### src/rtl/resize_axis_pkg.sv
// Shared width derivations, channel slicing and the output round/saturate rule
// for the resize interpolation MAC.
package resize_axis_pkg;

  function automatic int prod_width(input int a_w, input int b_w);
    return a_w + b_w + 1;
  endfunction

  function automatic int acc_width(input int a_w, input int b_w, input int max_taps);
    return prod_width(a_w, b_w) + $clog2(max_taps);
  endfunction

  function automatic int chan_lo(input int chan, input int width);
    return chan * width;
  endfunction

  // Round half up, drop the fraction, clamp into [0, 2^out_width-1].
  function automatic logic [31:0] round_sat(input logic signed [63:0] acc,
                                            input int frac_bits, input int out_width);
    logic signed [63:0] r;
    logic signed [63:0] max_v;
    r     = (acc + (64'sd1 <<< (frac_bits - 1))) >>> frac_bits;
    max_v = (64'sd1 <<< out_width) - 64'sd1;
    if (r < 0)
      return 32'd0;
    else if (r > max_v)
      return 32'(max_v);
    else
      return 32'(r);
  endfunction

endpackage

### src/rtl/resize_axis_mul_su_pipe.sv
// One-channel registered signed-weight x unsigned-pixel multiplier; the product
// register is sized so a single DSP slice absorbs it.
module resize_axis_mul_su_pipe
  import resize_axis_pkg::*;
#(
  parameter int A_WIDTH = 20,
  parameter int B_WIDTH = 8
) (
  input  logic                                        ap_clk,
  input  logic                                        i_en,
  input  logic signed [A_WIDTH-1:0]                   i_a,
  input  logic        [B_WIDTH-1:0]                   i_b,
  output logic signed [prod_width(A_WIDTH,B_WIDTH)-1:0] o_p
);

  localparam int PROD_WIDTH = prod_width(A_WIDTH, B_WIDTH);

  logic signed [PROD_WIDTH-1:0] r_p;

  // No reset: the stage valid travelling alongside qualifies this register.
  always_ff @(posedge ap_clk) begin
    if (i_en)
      r_p <= i_a * $signed({1'b0, i_b});
  end

  assign o_p = r_p;

endmodule

### src/rtl/resize_axis_interp_mac.sv
// Four-stage multi-channel tap MAC: register taps, multiply, accumulate per
// group, then round/saturate into the output register with ready/valid.
module resize_axis_interp_mac
  import resize_axis_pkg::*;
#(
  parameter int A_WIDTH   = 20,
  parameter int B_WIDTH   = 8,
  parameter int CHANNELS  = 3,
  parameter int MAX_TAPS  = 4,
  parameter int FRAC_BITS = 14,
  parameter int OUT_WIDTH = 8
) (
  input  logic                          ap_clk,
  input  logic                          ap_rst_n,
  input  logic                          s_valid,
  output logic                          s_ready,
  input  logic signed [A_WIDTH-1:0]     s_a,
  input  logic [CHANNELS*B_WIDTH-1:0]   s_b,
  input  logic                          s_last,
  output logic                          m_valid,
  input  logic                          m_ready,
  output logic [CHANNELS*OUT_WIDTH-1:0] m_data,
  output logic                          err_taps
);

  localparam int PROD_WIDTH = prod_width(A_WIDTH, B_WIDTH);
  localparam int ACC_WIDTH  = acc_width(A_WIDTH, B_WIDTH, MAX_TAPS);
  localparam int CNT_WIDTH  = $clog2(MAX_TAPS + 2);

  logic                          w_en;
  logic                          r_s1_valid;
  logic                          r_s1_last;
  logic signed [A_WIDTH-1:0]     r_s1_a;
  logic [CHANNELS*B_WIDTH-1:0]   r_s1_b;
  logic                          r_s2_valid;
  logic                          r_s2_last;
  logic                          r_first;
  logic                          r_s3_done;
  logic [CNT_WIDTH-1:0]          r_tap_cnt;
  logic [CNT_WIDTH-1:0]          w_cnt_next;
  logic                          r_err_taps;
  logic                          r_m_valid;

  assign w_en     = !r_m_valid || m_ready;
  assign s_ready  = w_en;
  assign m_valid  = r_m_valid;
  assign err_taps = r_err_taps;

  always_ff @(posedge ap_clk) begin
    if (!ap_rst_n) begin
      r_s1_valid <= 1'b0;
      r_s1_last  <= 1'b0;
      r_s1_a     <= '0;
      r_s1_b     <= '0;
      r_s2_valid <= 1'b0;
      r_s2_last  <= 1'b0;
    end else if (w_en) begin
      r_s1_valid <= s_valid;
      r_s1_last  <= s_last;
      r_s1_a     <= s_a;
      r_s1_b     <= s_b;
      r_s2_valid <= r_s1_valid;
      r_s2_last  <= r_s1_last;
    end
  end

  // Tap count saturates one past the limit so it can never wrap back to legal.
  always_comb begin
    w_cnt_next = r_tap_cnt + CNT_WIDTH'(1);
    if (r_first)
      w_cnt_next = CNT_WIDTH'(1);
    else if (r_tap_cnt == CNT_WIDTH'(MAX_TAPS + 1))
      w_cnt_next = r_tap_cnt;
  end

  always_ff @(posedge ap_clk) begin
    if (!ap_rst_n) begin
      r_first    <= 1'b1;
      r_s3_done  <= 1'b0;
      r_tap_cnt  <= '0;
      r_err_taps <= 1'b0;
      r_m_valid  <= 1'b0;
    end else if (w_en) begin
      r_s3_done <= r_s2_valid && r_s2_last;
      r_m_valid <= r_s3_done;
      if (r_s2_valid) begin
        r_first   <= r_s2_last;
        r_tap_cnt <= w_cnt_next;
        if (w_cnt_next == CNT_WIDTH'(MAX_TAPS + 1))
          r_err_taps <= 1'b1;
      end
    end
  end

  for (genvar gi = 0; gi < CHANNELS; gi++) begin : g_ch
    logic signed [PROD_WIDTH-1:0] w_p;
    logic signed [ACC_WIDTH-1:0]  r_acc;
    logic [31:0]                  w_rs;
    logic [OUT_WIDTH-1:0]         r_out;

    resize_axis_mul_su_pipe #(
      .A_WIDTH (A_WIDTH),
      .B_WIDTH (B_WIDTH)
    ) u_mul (
      .ap_clk (ap_clk),
      .i_en   (w_en),
      .i_a    (r_s1_a),
      .i_b    (r_s1_b[chan_lo(gi, B_WIDTH) +: B_WIDTH]),
      .o_p    (w_p)
    );

    always_ff @(posedge ap_clk) begin
      if (!ap_rst_n)
        r_acc <= '0;
      else if (w_en && r_s2_valid)
        r_acc <= (r_first ? ACC_WIDTH'(0) : r_acc) + ACC_WIDTH'(w_p);
    end

    assign w_rs = round_sat(64'(r_acc), FRAC_BITS, OUT_WIDTH);

    always_ff @(posedge ap_clk) begin
      if (!ap_rst_n)
        r_out <= '0;
      else if (w_en && r_s3_done)
        r_out <= OUT_WIDTH'(w_rs);
    end

    assign m_data[chan_lo(gi, OUT_WIDTH) +: OUT_WIDTH] = r_out;
  end

endmodule

### config.mk
export PLATFORM = sky130hd
export DESIGN_NAME = resize_axis_interp_mac
export DESIGN_NICKNAME = d
export VERILOG_FILES = /design/src/rtl/resize_axis_pkg.sv /design/src/rtl/resize_axis_mul_su_pipe.sv /design/src/rtl/resize_axis_interp_mac.sv
export SDC_FILE = /design/constraint.sdc
export NUM_CORES = 2
export LEC_CHECK = 0
export ABC_CLOCK_PERIOD_IN_PS = 5200
export BUFFER_PORTS_ARGS = -buffer_cell sky130_fd_sc_hd__buf_2
export CAP_MARGIN = 20
export CORE_MARGIN = 3
export CORE_UTILIZATION = 38
export DETAILED_ROUTE_END_ITERATION = 6
export PLACE_DENSITY = 0.66
export SYNTH_ARGS = -nofsm -noshare
export SYNTH_HDL_FRONTEND = slang
export SYNTH_HIERARCHICAL = 1
export SYNTH_SLANG_ARGS = --single-unit
### constraint.sdc
create_clock -name ap_clk -period 5.2 [get_ports ap_clk]
set_input_delay 1.04 -clock ap_clk [delete_from_list [all_inputs] [get_ports ap_clk]]
set_output_delay 1.04 -clock ap_clk [all_outputs]
set_load 0.01 [all_outputs]
# ---- Word level (Yosys, flattened, before mapping)
# Cells that the tools add are included.
dict set report op_classes {
  reduce_logical 7
  n_eq_ne 2
  n_mul 3
  n_lt_le_gt_ge 6
  addsub 7
  n_mux 11
}
# op count
set op_table {}
lappend op_table {{adder 31 x 15 -> 32 bit, second input constant} 3}
lappend op_table {{adder 31 x 29 -> 31 bit} 3}
lappend op_table {{two-way mux 31 bit} 3}
lappend op_table {{multiplier 20 x 9 -> 29 bit} 3}
lappend op_table {{greater-than comparator 18 x 9 -> 1 bit, second input constant} 3}
lappend op_table {{less-than comparator 18 x 1 -> 1 bit, second input constant} 3}
lappend op_table {{two-way mux 8 bit} 6}
lappend op_table {{== test 3 bit, second input constant} 2}
lappend op_table {{two-way mux 3 bit} 2}
lappend op_table {{adder 3 x 1 -> 3 bit, second input constant} 1}
lappend op_table {{logical AND 1 bit} 3}
lappend op_table {{AND reduction 3 bit} 1}
lappend op_table {{AND reduction 2 bit} 1}
lappend op_table {{logical NOT 1 bit} 1}
lappend op_table {{logical OR 1 bit} 1}
dict set report word_totals {
  wordCells 56
  output_inout_bits 27
  in_bits 49
  regBits 259
}

# ---- Logic depth before layout (Yosys ltp)
dict set report depth {
  word_depth 5
  depth_mapped 19
  depth_no_buf 18
}

# ---- By module
# The synthesis kept the hierarchy.
# mod area_each_um2 cells_per_inst seq_area_each_um2 instances
set modules_own_cells {}
lappend modules_own_cells {resize_axis_interp_mac 11517.3 1512 3443.3 1}
lappend modules_own_cells {{resize_axis_mul_su_pipe at g_ch[1].u_mul} 6713.9 731 870.8 1}
lappend modules_own_cells {{resize_axis_mul_su_pipe at g_ch[2].u_mul} 6618.8 714 870.8 1}
lappend modules_own_cells {{resize_axis_mul_su_pipe at g_ch[0].u_mul} 6510.0 692 870.8 1}

# ---- Least setup slack after synthesis
# Ideal clock, no wire load.
dict set report synth_path {
  path_kind {register -> register}
  start {reg r_s1_a[4]}
  end {reg g_ch[0].u_mul.r_p[28] (data pin)}
  arrival_time_ns 4.775
  setup_ns 0.260
  required_time_ns 4.940
  setup_slack_ns 0.164
  n_path_buf 0
  period_less_slack_ns 5.036
  path_stages_with_launch 17
  path_cell_list {dfxtp_1 -> nand2_1 -> fa_1 -> inv_1 -> fa_1 -> fa_1 -> inv_1 -> fa_1 -> inv_1 -> ha_1 -> and3_1 -> a221oi_2 -> a211oi_1 -> o31a_1 -> a31o_1 -> o31ai_4 -> xnor2_1}
}
dict set report synth_via {
  elab_chain_cells 1
}
# item line_no
set synth_lines {}
lappend synth_lines {{start: declaration} resize_axis_interp_mac.sv:33} ;# logic signed [A_WIDTH-1:0] r_s1_a;
lappend synth_lines {{start signal: assignment} resize_axis_interp_mac.sv:53} ;# r_s1_a <= '0;
lappend synth_lines {{start signal: assignment} resize_axis_interp_mac.sv:60} ;# r_s1_a <= s_a;
lappend synth_lines {{multiplier 20 x 9 -> 29 bit} resize_axis_mul_su_pipe.sv:23} ;# r_p <= i_a * $signed({1'b0, i_b});
lappend synth_lines {{end signal: assignment} resize_axis_mul_su_pipe.sv:23}
lappend synth_lines {{end: declaration} resize_axis_mul_su_pipe.sv:18} ;# logic signed [PROD_WIDTH-1:0] r_p;
# No other way between the ends.
# A chain may end at the register's enable or synchronous reset.

# ---- Worst setup path after layout
dict set report layout_path {
  start {reg r_s1_b[4]}
  end {reg g_ch[0].u_mul.r_p[28] (data pin)}
}
dict set report layout_via {
  elab_chain_cells 1
}
# item line_no
set layout_lines {}
lappend layout_lines {{start: declaration} resize_axis_interp_mac.sv:34} ;# logic [CHANNELS*B_WIDTH-1:0] r_s1_b;
lappend layout_lines {{start signal: assignment} resize_axis_interp_mac.sv:54} ;# r_s1_b <= '0;
lappend layout_lines {{start signal: assignment} resize_axis_interp_mac.sv:61} ;# r_s1_b <= s_b;
lappend layout_lines {{multiplier 20 x 9 -> 29 bit} resize_axis_mul_su_pipe.sv:23}
# No other way between the ends.

==> impl_results.md <==
* Cell family contributing the most delay on the critical path: adder cells
* Number of max-cap violations at 0
* Ordered list of cells on the worst path: buf_6 > and2_1 > fa_1 > fa_1 > fa_1 > inv_1 > fa_1 > inv_1 > ha_1 > a21oi_1 > o21ai_0 > o31a_1 > a31o_1 > o31ai_4 > xnor2_1
* Synthesized netlist net count at ~4300
* Combined area of all synthesized cells at 0.0314 mm^2
* Clock latency at the later pin of the worst-skew pair at 0.55 ns
* Count of final setup violators at 0
* Number of H-tree levels at 2
* Number of global-route vias before repair at 24257
* Vias post-DR at between 20000 and 25000
* Prevailing post-synth register cell: dfxtp_1
* Post-placement worst setup slack at 0.159 ns
* Fraction of registers with async set/reset at 0%
* Master of the slowest instance on the critical path: fa_1
* Clock Skew at around 0.030 ns
* Slowest cell delay on critical path at ~0.56 ns
* TritonCTS Buffers at 34
* Post-route DRC violation count at 0
* Final cell count without fillers at about 4800
* # clock sinks at roughly 260
* Area of all placed cells without fillers at about 0.035 mm^2
* Worst r2r dst: g_ch[0].u_mul/o_p[28]$_DFFE_PP_
* Cell at the root of the clock tree: clkbuf_16
* Placement row count at around 100
* Average footprint of a synthesized cell at roughly 8.6 um^2
* Remaining antenna violation count at 0
* Final Hold Violating Endpoints at 0
* I/O pin count at 76
* Average vias per placed instance at ~5
* Synth-to-Final Area Change at 10.8%
* Max clock buf depth at 3
* CP Buf/Inv Count at 3
* Leakage power figure at ~17 nW
* Router iterations before antenna repair at 5
* Starting Density at approximately two fifths
* Number of fill cells in the layout at between 8000 and 9000
* Largest net degree at the start of global routing at 77
* Clock transition at path regs at roughly 0.060 ns
* Startpoint of the worst-slack reg-to-reg timing path: r_s1_b[4]$_SDFFE_PN0N_
* Max Fanout on Critical Path at 14
* FF-to-FF path depth at 15
* Count of mapped cells out of synthesis at around 3600
* Weighted congestion at the end of routability-driven global placement at between 0.8 and 0.9
* Slew @ Worst Pin at 0.765 ns
* Detailed Route Iter0 Violations at approximately 1500
* Yosys cell types at just under 90
* Area of the die at roughly 0.086 mm^2
* WS Path Type: reg2reg
* Nets at 4432
* Worst Setup Start Kind: register
* Number of enable flip-flop cells after synthesis at 87
* Arrival time reported for the critical path endpoint at 5.27 ns
* Power Density at 226 mW/mm^2
* Number of buffers added to fix hold violations after cts at 0
* Total Routing Usage GR at 18.2%
* Worst Path Required at 5.47 ns
* Endpoint type of the worst setup path: register
* Overflow after GRT at 0
* Total wire length at about 77 mm
* Final count of pins violating max slew at 0
* Cell occurring most often along the worst timing path: fa_1
* Yosys synthesis warning count at 6
* Launching instance or port of the critical path: r_s1_b[4]$_SDFFE_PN0N_
* Layout cells sized above 1 at under 10%
* Crit path depth at 15
* Sequential cell area fraction in the yosys report at between 10% and 20%
* Max Clk Rate at approximately 200 MHz
* TritonCTS clock tree: done
* Floorplan die width at between 200 and 300 um
* Run status: finished, final reports clean
* Worst slew margin relative to its limit at 47.7%
* Final Worst Setup Slack at between 0.2 and 0.25 ns
* Chip Height at 293 um
* Placed cell count at 4757
* Worst-case register-to-register setup slack at 0.21 ns
* Port-buffer cells at 75
* Worst ir drop on vdd at 0.000185 V
* Global-route wire length before repair at approximately 130 mm
* Post-detailed-route wirelength per cell at between 15 and 20 um
* Period utilisation layout at about 96%
* Min Clock Period, post-route at 4.99 ns
* Number of register bits inferred by synthesis at 259
* Post-DP HPWL at around 60 mm
* Antenna violations before repair at 4
* HP Class: reg2reg
* Worst Setup EP: g_ch[0].u_mul/o_p[28]$_DFFE_PP_
* Area after detailed placement at around 0.034 mm^2
* Core box area at 0.0812 mm^2
-- power by group --
part,internal [mW],switching (mW)
clock network,1.45,0.951
logic,1.15,1.61
registers,2.43,0.259
total,5.04,2.82
-- Yosys cell counts (6+ instances only) --
cell	count	area (um^2)
edfxtp_1	87	2610
or3_1	13	81.3
nand2_1	545	2050
o21ai_0	73	365
o21bai_1	22	165
fa_1	381	7630
inv_1	572	2150
buf_2	7	35.0
a211oi_1	32	240
o21a_1	19	143
a211o_1	6	52.6
ha_1	269	3370
a22o_1	9	78.8
xnor2_1	112	981
dfxtp_1	172	3440
o21ai_1	26	130
a31oi_1	24	150
nor3_1	19	95.1
a21o_1	74	556
buf_1	7	26.3
and3_1	21	131
a211oi_2	7	87.6
and2_1	270	1690
and4_1	6	52.6
nand2b_1	11	68.8
nor2b_1	96	601
nand4_1	25	156
a21oi_1	261	1310
clkbuf_1	116	435
nor2_1	108	405
o211ai_1	26	195
nand3_1	61	305
xor2_1	63	552
-- logic make-up after synthesis --
kind of cell               Yosys count  synth area share [%]
buffers and inverters              706                  8.50
adders and majority gates          651                  35.1
muxes                                4                 0.128
and+or+nand+nor                   1198                  18.5
AOI/OAI and AO/OA                  656                  13.6
xor gates and xnor gates           175                  4.89
DFF                                259                  19.3
-- stage by stage --
stage	hold WS (ns)	utilization (%)	setup TNS [ns]	power, mW
2_1_floorplan	0.427	-	0	4.64
3_3_place_gp	0.430	41.3	0	5.42
3_5_place_dp	0.435	41.3	0	5.46
4_1_cts	0.449	42.7	0	7.92
5_1_grt	0.464	42.8	-0.00227	8.43
6_report	0.445	42.8	0	7.85
-- how the worst min path moves through the flow --
stage | slack, ns | end | cells after the start | from
2_1_floorplan | 0.43 | g_ch[1].r_acc[6]$_SDFFE_PN0P_ | 2 | g_ch[1].r_acc[6]$_SDFFE_PN0P_
3_3_place_gp | 0.43 | g_ch[2].r_out[5]$_SDFFE_PN0P_ | 1 | g_ch[2].r_out[5]$_SDFFE_PN0P_
3_5_place_dp | 0.44 | g_ch[2].r_out[4]$_SDFFE_PN0P_ | 1 | g_ch[2].r_out[4]$_SDFFE_PN0P_
4_1_cts | 0.45 | g_ch[2].r_acc[12]$_SDFFE_PN0P_ | 2 | g_ch[2].r_acc[12]$_SDFFE_PN0P_
5_1_grt | 0.46 | g_ch[2].r_acc[12]$_SDFFE_PN0P_ | 2 | g_ch[2].r_acc[12]$_SDFFE_PN0P_
6_report | 0.44 | g_ch[2].r_out[4]$_SDFFE_PN0P_ | 1 | g_ch[2].r_out[4]$_SDFFE_PN0P_
-- sequential cells by signal (all words and copies together) (netlist names), 3 cells and up --
name / cells
r_tap_cnt: 3
r_s1_a: 20
g_ch.r_acc: 93
g_ch.u_mul/o_p: 87
r_s1_b: 24
g_ch.r_out: 24
-- cell type report --
cell class	count	area, um^2	share of cell area (%)
tap	1060	1330	3.82
antenna	1	2.50	0.00720
sequential	259	6070	17.5
multi-input combinational	2684	22700	65.2
clock inverter	14	160	0.461
inverter	574	2160	6.22
timing repair buffer	180	1350	3.89
clock buffer	48	998	2.87
-- cells in the final DEF (no fill, tap or decap), drive strengths merged, types with 5 or more instances in the layout --
master	netlist	layout
a211o	6	6
a211oi	39	39
a21boi	5	5
a21o	75	75
a21oi	266	266
a221oi	5	5
a22o	9	9
a22oi	5	5
a31oi	24	24
and2	270	270
and3	22	22
and4	6	6
buf	15	180
clkbuf	117	48
clkinv	1	10
dfxtp	172	172
edfxtp	87	87
fa	381	381
ha	269	269
inv	573	574
nand2	545	545
nand2b	11	11
nand3	61	61
nand4	25	25
nor2	108	108
nor2b	96	96
nor3	19	19
nor4	5	5
o211ai	31	31
o21a	19	19
o21ai	101	101
o21bai	24	24
o31ai	6	6
or3	13	13
xnor2	112	112
xor2	63	63
-- per-layer routing --
metal	up-vias	track usage [%]	routed length, um	part of all wire (%)
met5	-	0	27	0.035
met4	4	4.07	1570	2.0
met3	93	2.59	4020	5.2
met2	482	28.5	33000	43
met1	11612	26.8	38500	50
li1	11959	-	-	-
-- what timing repair did --
| item | CTS | global route |
|---|---|---|
| buffers inserted | 0 | 0 |
| resized for setup | 0 | 17 |
| endpoints found under the setup margin | 0 | 12 |
Power figures use the tool's default switching activity.
